`src/rtl/ov7670_tx_if.sv`:
```
// ov7670_tx_if: video bus driven by the OV7670 camera-side source.
//
// Signals:
//   vsync    frame sync, active high
//   href     line valid, active high
//   px_data  pixel byte (high byte of RGB565 first, then low byte)
//
// Modports:
//   master  the sensor side (drives the bus)
//   slave   the capture side (samples the bus)
interface ov7670_tx_if;
    logic       vsync;
    logic       href;
    logic [7:0] px_data;

    modport master (output vsync, output href, output px_data);
    modport slave  (input  vsync, input  href, input  px_data);
endinterface

```
`src/rtl/ov7670_tx.sv`:
```
// ov7670_tx: synthesizable OV7670 camera-side source (QQVGA RGB565 by default).
// Generates vsync/href/pixel bytes frame after frame while enable is high,
// and pulses frame_done on the last cycle of every frame.
//
// Ports:
//   pclk        pixel clock, rising edge
//   in_reset    asynchronous active-high reset
//   enable      request continuous frame generation (checked in IDLE and at frame end)
//   pattern     0 = solid color, 1 = colour bars (only with OV7670_TX_TESTPAT_EN)
//   color       RGB565 colour for solid mode, sampled once per frame
//   vid         video bus (vsync, href, px_data), master modport
//   frame_done  one-cycle pulse on the last cycle of each frame
//   frame_cnt   completed frame count, wraps at 255
//
// Build option:
//   OV7670_TX_TESTPAT_EN  defined: colour-bar generator built, pattern selects it.
//                         undefined: pattern ignored, every pixel is the sampled color.
//
// state   | meaning
// --------+------------------------------------------------------------
// IDLE    | outputs low, wait for enable
// VSYNC   | vsync high for VSYNC_LINES line periods
// VBACK   | blank for V_BACK line periods
// ACTIVE  | href high, 2*H_PIX bytes of one line
// HBLANK  | href low for H_BLANK cycles between lines
// VFRONT  | blank for V_FRONT line periods, last cycle ends the frame
module ov7670_tx #(
    parameter int H_PIX       = 160,
    parameter int V_LINES     = 120,
    parameter int H_BLANK     = 16,
    parameter int VSYNC_LINES = 3,
    parameter int V_BACK      = 2,
    parameter int V_FRONT     = 2
) (
    input  logic          pclk,
    input  logic          in_reset,
    input  logic          enable,
    input  logic          pattern,
    input  logic [15:0]   color,
    ov7670_tx_if.master   vid,
    output logic          frame_done,
    output logic [7:0]    frame_cnt
);

    localparam int T_LINE   = 2*H_PIX + H_BLANK;
    localparam int CYC_W    = ($clog2(T_LINE) > 9) ? $clog2(T_LINE) : 9;
    localparam int LINE_TOT = V_LINES + VSYNC_LINES + V_BACK + V_FRONT;
    localparam int LINE_W   = ($clog2(LINE_TOT + 1) > 1) ? $clog2(LINE_TOT + 1) : 1;

    localparam logic [CYC_W-1:0]  CYC_LINE  = CYC_W'(T_LINE - 1);
    localparam logic [CYC_W-1:0]  CYC_ACT   = CYC_W'(2*H_PIX - 1);
    localparam logic [CYC_W-1:0]  CYC_HBL   = CYC_W'(H_BLANK - 1);
    localparam logic [CYC_W-1:0]  CYC_ONE   = CYC_W'(1);
    localparam logic [LINE_W-1:0] LN_VSYNC  = LINE_W'(VSYNC_LINES - 1);
    localparam logic [LINE_W-1:0] LN_VBACK  = LINE_W'(V_BACK - 1);
    localparam logic [LINE_W-1:0] LN_ACT    = LINE_W'(V_LINES - 1);
    localparam logic [LINE_W-1:0] LN_VFRONT = LINE_W'(V_FRONT - 1);
    localparam logic [LINE_W-1:0] LN_ONE    = LINE_W'(1);

    typedef enum logic [2:0] {
        ST_IDLE   = 3'd0,
        ST_VSYNC  = 3'd1,
        ST_VBACK  = 3'd2,
        ST_ACTIVE = 3'd3,
        ST_HBLANK = 3'd4,
        ST_VFRONT = 3'd5
    } state_t;

    state_t            state, state_n;
    logic [CYC_W-1:0]  cyc, cyc_n;        // cycles left in the current line/segment
    logic [LINE_W-1:0] lines, lines_n;    // line periods left in the current state
    logic              phase, phase_n;    // byte phase of the current ACTIVE cycle
    logic              sample;            // capture color/pattern for this frame
    logic              line_start;        // next cycle is byte 0 of a line
    logic              byte_step;         // next cycle is the following byte of the line
    logic              done_n;            // next cycle is the last cycle of the frame
    logic [15:0]       col_q;
    logic [15:0]       pix_n;             // pixel shown in the next cycle

    logic              vsync_q, href_q, frame_done_q;
    logic [7:0]        px_q;
    logic [7:0]        frame_cnt_q;

    // Next-state logic: all timers are down-counters, exit on terminal count.
    always_comb begin
        state_n    = state;
        cyc_n      = cyc;
        lines_n    = lines;
        sample     = 1'b0;
        line_start = 1'b0;
        byte_step  = 1'b0;
        case (state)
            ST_IDLE: begin
                if (enable) begin
                    state_n = ST_VSYNC;
                    cyc_n   = CYC_LINE;
                    lines_n = LN_VSYNC;
                end
            end
            ST_VSYNC: begin
                if (cyc != '0) begin
                    cyc_n = cyc - CYC_ONE;
                end else if (lines != '0) begin
                    cyc_n   = CYC_LINE;
                    lines_n = lines - LN_ONE;
                end else begin
                    state_n = ST_VBACK;
                    cyc_n   = CYC_LINE;
                    lines_n = LN_VBACK;
                    sample  = 1'b1;
                end
            end
            ST_VBACK: begin
                if (cyc != '0) begin
                    cyc_n = cyc - CYC_ONE;
                end else if (lines != '0) begin
                    cyc_n   = CYC_LINE;
                    lines_n = lines - LN_ONE;
                end else begin
                    state_n    = ST_ACTIVE;
                    cyc_n      = CYC_ACT;
                    lines_n    = LN_ACT;
                    line_start = 1'b1;
                end
            end
            ST_ACTIVE: begin
                if (cyc != '0) begin
                    cyc_n     = cyc - CYC_ONE;
                    byte_step = 1'b1;
                end else begin
                    state_n = ST_HBLANK;
                    cyc_n   = CYC_HBL;
                end
            end
            ST_HBLANK: begin
                if (cyc != '0) begin
                    cyc_n = cyc - CYC_ONE;
                end else if (lines != '0) begin
                    state_n    = ST_ACTIVE;
                    cyc_n      = CYC_ACT;
                    lines_n    = lines - LN_ONE;
                    line_start = 1'b1;
                end else begin
                    state_n = ST_VFRONT;
                    cyc_n   = CYC_LINE;
                    lines_n = LN_VFRONT;
                end
            end
            ST_VFRONT: begin
                if (cyc != '0) begin
                    cyc_n = cyc - CYC_ONE;
                end else if (lines != '0) begin
                    cyc_n   = CYC_LINE;
                    lines_n = lines - LN_ONE;
                end else if (enable) begin
                    state_n = ST_VSYNC;
                    cyc_n   = CYC_LINE;
                    lines_n = LN_VSYNC;
                end else begin
                    state_n = ST_IDLE;
                end
            end
            default: begin
                state_n = ST_IDLE;
            end
        endcase
    end

    always_comb begin
        phase_n = phase;
        if (line_start) begin
            phase_n = 1'b0;
        end else if (byte_step) begin
            phase_n = ~phase;
        end
    end

    // Outputs are registered from the next-cycle view so they line up with the state.
    assign done_n = (state_n == ST_VFRONT) && (cyc_n == '0) && (lines_n == '0);

`ifdef OV7670_TX_TESTPAT_EN
    localparam int BAR_W  = H_PIX / 8;
    localparam int BAR_CW = ($clog2(BAR_W) > 1) ? $clog2(BAR_W) : 1;
    localparam logic [BAR_CW-1:0] BAR_LAST = BAR_CW'(BAR_W - 1);
    localparam logic [BAR_CW-1:0] BAR_ONE  = BAR_CW'(1);

    logic              pat_q;
    logic [BAR_CW-1:0] bar_left, bar_left_n;   // pixels left in the current bar
    logic [2:0]        bar_idx, bar_idx_n;

    // A bar advances after the low byte of its last pixel; no x/BAR_W divide.
    always_comb begin
        bar_left_n = bar_left;
        bar_idx_n  = bar_idx;
        if (line_start) begin
            bar_left_n = BAR_LAST;
            bar_idx_n  = 3'd0;
        end else if (byte_step && phase) begin
            if (bar_left == '0) begin
                bar_left_n = BAR_LAST;
                bar_idx_n  = bar_idx + 3'd1;
            end else begin
                bar_left_n = bar_left - BAR_ONE;
            end
        end
    end

    always_comb begin
        pix_n = col_q;
        if (pat_q) begin
            case (bar_idx_n)
                3'd0:    pix_n = 16'hFFFF;
                3'd1:    pix_n = 16'hFFE0;
                3'd2:    pix_n = 16'h07FF;
                3'd3:    pix_n = 16'h07E0;
                3'd4:    pix_n = 16'hF81F;
                3'd5:    pix_n = 16'hF800;
                3'd6:    pix_n = 16'h001F;
                default: pix_n = 16'h0000;
            endcase
        end
    end

    always_ff @(posedge pclk or posedge in_reset) begin
        if (in_reset) begin
            pat_q    <= 1'b0;
            bar_left <= '0;
            bar_idx  <= 3'd0;
        end else begin
            if (sample) begin
                pat_q <= pattern;
            end
            bar_left <= bar_left_n;
            bar_idx  <= bar_idx_n;
        end
    end
`else
    logic unused_pattern;
    assign unused_pattern = pattern;
    assign pix_n          = col_q;
`endif

    always_ff @(posedge pclk or posedge in_reset) begin
        if (in_reset) begin
            state        <= ST_IDLE;
            cyc          <= '0;
            lines        <= '0;
            phase        <= 1'b0;
            col_q        <= 16'h0000;
            vsync_q      <= 1'b0;
            href_q       <= 1'b0;
            px_q         <= 8'h00;
            frame_done_q <= 1'b0;
            frame_cnt_q  <= 8'h00;
        end else begin
            state        <= state_n;
            cyc          <= cyc_n;
            lines        <= lines_n;
            phase        <= phase_n;
            if (sample) begin
                col_q <= color;
            end
            vsync_q      <= (state_n == ST_VSYNC);
            href_q       <= (state_n == ST_ACTIVE);
            if (state_n == ST_ACTIVE) begin
                px_q <= phase_n ? pix_n[7:0] : pix_n[15:8];
            end else begin
                px_q <= 8'h00;
            end
            frame_done_q <= done_n;
            if (done_n) begin
                frame_cnt_q <= frame_cnt_q + 8'd1;
            end
        end
    end

    assign vid.vsync   = vsync_q;
    assign vid.href    = href_q;
    assign vid.px_data = px_q;
    assign frame_done  = frame_done_q;
    assign frame_cnt   = frame_cnt_q;

endmodule

```
`src/flat_wrapper.sv`:
```
// flat-port wrapper written by rule: the top's interface ports become plain ports
module ov7670_tx_flat 
#(
    parameter int H_PIX       = 160,
    parameter int V_LINES     = 120,
    parameter int H_BLANK     = 16,
    parameter int VSYNC_LINES = 3,
    parameter int V_BACK      = 2,
    parameter int V_FRONT     = 2
)
  (pclk, in_reset, enable, pattern, color, frame_done, frame_cnt, vid_vsync, vid_href, vid_px_data);
  ov7670_tx_if vid_i ();
  input  logic pclk;
  input  logic in_reset;
  input  logic enable;
  input  logic pattern;
  input  logic [15:0] color;
  output logic frame_done;
  output logic [7:0] frame_cnt;
  output wire logic [$bits(vid_i.vsync)-1:0] vid_vsync;
  output wire logic [$bits(vid_i.href)-1:0] vid_href;
  output wire logic [$bits(vid_i.px_data)-1:0] vid_px_data;
  assign vid_vsync = vid_i.vsync;
  assign vid_href = vid_i.href;
  assign vid_px_data = vid_i.px_data;
  ov7670_tx #(.H_PIX(H_PIX), .V_LINES(V_LINES), .H_BLANK(H_BLANK), .VSYNC_LINES(VSYNC_LINES), .V_BACK(V_BACK), .V_FRONT(V_FRONT)) u_core (.pclk(pclk), .in_reset(in_reset), .enable(enable), .pattern(pattern), .color(color), .vid(vid_i), .frame_done(frame_done), .frame_cnt(frame_cnt));
endmodule
```
`config.mk`:
```
export PLATFORM = sky130hd
export DESIGN_NAME = ov7670_tx_flat
export DESIGN_NICKNAME = d
export VERILOG_FILES = /design/src/rtl/ov7670_tx_if.sv /design/src/rtl/ov7670_tx.sv /design/src/flat_wrapper.sv
export SDC_FILE = /design/constraint.sdc
export NUM_CORES = 1
export LEC_CHECK = 0
export CAP_MARGIN = 10
export CORE_UTILIZATION = 35
export DETAILED_ROUTE_END_ITERATION = 7
export GPL_TIMING_DRIVEN = 0
export PLACE_DENSITY = 0.58
export SLEW_MARGIN = 20
export SYNTH_ARGS = -nofsm -noshare
export SYNTH_HDL_FRONTEND = slang
export SYNTH_SLANG_ARGS = --single-unit
```
`constraint.sdc`:
```
create_clock -name pclk -period 10.1 [get_ports pclk]
set_input_delay 1.01 -clock pclk [delete_from_list [all_inputs] [get_ports pclk]]
set_output_delay 1.01 -clock pclk [all_outputs]
set_load 0.02 [all_outputs]
```
==> flow_summary.ini <==
[run_status]
status = complete, no violations

[cells_and_area]
syn_to_final_growth_pct = 19.01
nFillCells = 872
num-nets-final = 411
diodes = 0
drive_gt1_frac = 0.08763
final_util = 0.4326

[global_route]
grt_max_degree = 56
antenna_found_initial = 0
grt_overflow_total = 0
grt_pass1_wl_um = 13810
grtUsageTotal = 0.1782
first_global_vias = 2734

[cts]
clk_pin_slew_ns = 0.10
cts_tree = built
htreeDepth = 2
hold_buffers = 0
clk_latency_ns = 0.32
clock-root-buffer = clkbuf_8
cts.sinks = 55
cts_setup_buffers = 0
clock_path_buffers = 2
cts_resized = 0
cts_buffers = 5

[sta]
slew_violations = 0
fmax_mhz = 234.7
relSlewSlack = 0.3114
rsz0062_at_grt = false
fin_crit_ns = 4.261
fin_ws_ns = 5.839
finalSetupViolCount = 0
hold_viol = 0
post-route-period-util = 0.4218
skew_ns = 0.008832
worstMarginPinSlew_ns = 1.019
tns_ns = 0

[drt]
wl_per_cell_um = 16.45
dr_total_vias = 2841
drt_iter0_markers = 221
viasPerCell = 5.728
drc = 0
antenna_violating_nets_post_route = 0
firstDrtPassIters = 5
wl_um = 8161

[setup_path]
worst-r2r-cell-count = 10
arrival_ns = 4.51
path_max_fanout = 8
critPathRequiredTime_ns = 10.35
endpoint_kind = flop
crit_type = reg -> reg
cp-start-kind = flop

[place]
port_buffers = 37
gp_congestion = 0.8798
dp_slack_ns = 5.902
dp_hpwl_um = 5886

[floorplanning]
die_y_um = 97.40
dieArea_um2 = 9487
num_rows = 34
io_pins = 39
start_util = 0.3635
core_area_um2 = 8763
die_width_um = 97.40

[logic_synthesis]
synth_top_cells_by_area = dfrtp_1 43%, mux2_2 5.7%, nor2_1 3.8%
synth_simple_gate_area_frac = 0.2121
synthesis.nets = 367
synth_async_sr_flop_share = 1.000
synthAdderAreaFrac = 0.01571
synthMuxAreaShare = 0.08837
synth_sequential_area_ratio = 0.4321
ys_types = 59
ys_top_cells_by_count = 55 x dfrtp_1, 32 x nor2_1, 25 x nand2_1, 22 x o21ai_0
yosys_most_used_dff = dfrtp_1
yosys.area.top_type = dfrtp_1
ys_seq_elements = 55
netlist_instances = 343
synth_top_area_frac = 0.4321
syn_area_um2 = 3186
ys_warn_count = 0
synth_most_common_cell = dfrtp_1
synth_top_family_by_area = simple AND/OR/NAND/NOR gates
synth_compound_area_frac = 0.1787
syn-mean-instance-area_um2 = 9.287
synth_xor_area_frac = 0.02200
synth-edff-count = 0

[min_path]
hold_depth = 1
hp-class = reg -> reg

[run]
drv_cap = 0

[power_and_ir_drop]
cellLeakagePower_uw = 0.001532
ir_drop_v = 0.00006289
powerDensity_nw_per_um2 = 96.10
-- state kept, by name, summed over array words and instances, names as in the netlist --
name	flops
u_core.phase	1
u_core.lines	7
u_core.frame_cnt	8
u_core.col_q	16
u_core.vid.vsync	1
u_core.state	3
u_core.frame_done	1
u_core.cyc	9
u_core.vid.px_data	8
u_core.vid.href	1
-- through the flow --
step           cell area (um^2)  std cells  total power, uW  hold slack [ns]
6_report                   3791        496            364.3           0.4807
5_1_grt                    3791        496            378.2           0.5172
4_1_cts                    3791        496            368.2           0.4839
3_5_place_dp               3700        488            237.5           0.4689
3_3_place_gp               3691        488            237.2           0.4599
2_1_floorplan              3186        343            228.6           0.4800
-- where the power goes --
part	internal [uW]	leakage, uW	switching, uW	total [uW]
clock network	50.5	0.0000489	81.0	132
registers	220	0.000707	0	220
logic	6.50	0.000776	6.24	12.7
total	277	0.00153	87.3	364
-- kinds of logic (layout without fill, tap and decap cells) --
kind of cell    Yosys count  count (layout)
flops                    55              55
xor+xnor                  8               8
simple gates            127             127
mux                      26              26
buf+inv                  37              82
compound gates           86              86
fa+ha+maj                 4               4
-- worst max-delay path, stage by stage, from the launching register on --
cell	delay, ns
dfrtp_1	0.43
inv_1	0.10
ha_1	0.21
nor4b_1	0.84
nand2_1	0.47
o41ai_1	0.50
a31oi_1	0.18
nor4_1	0.54
nand4_1	0.34
nor4_1	0.40
xor2_1	0.17
-- worst paths after layout --
path / startpoint / to / slack [ns]
max in group asynchronous: in_reset / u_core.vid.href / 8.51
worst max-delay path: u_core.cyc[0] / u_core.frame_cnt[5] / 5.84
worst min-delay path: u_core.frame_cnt[7] / u_core.frame_cnt[7] / 0.48
worst min register to register: u_core.frame_cnt[7] / u_core.frame_cnt[7] / 0.48
worst max register to register: u_core.cyc[0] / u_core.frame_cnt[5] / 5.84
min in group asynchronous: in_reset / u_core.lines[2] / 1.14
-- placed cells by master (no fill, tap or decap), types with 8 or more instances in the layout --
cell type,count
a31oi_1,8
nand2_1,25
nor3_1,16
nor4_1,9
inv_1,14
nor2_1,32
dfrtp_1,55
mux2i_1,9
clkbuf_1,17
o21ai_0,22
a21oi_1,17
mux2_2,16
clkdlybuf4s50_1,37
-- per-layer routing --
metal	up-vias	track usage	routed length, um	share of wire
met5	-	0	0	0
met4	0	0.03620	61	0.0075
met3	7	0.02734	530	0.065
met2	104	0.2824	3802	0.47
met1	1373	0.2578	3767	0.46
li1	1357	-	-	-
-- cell type report --
cell class | instances | area (um^2) | area share
inverter | 15 | 58.81 | 0.01551
sequential | 55 | 1376 | 0.3630
timing repair buffer | 37 | 370.4 | 0.09769
buffer | 22 | 106.4 | 0.02805
multi-input combinational | 251 | 1653 | 0.4360
clock inverter | 3 | 22.52 | 0.005941
clock buffer | 5 | 68.82 | 0.01815
tap | 108 | 135.1 | 0.03564
Power figures use the tool's default switching activity.
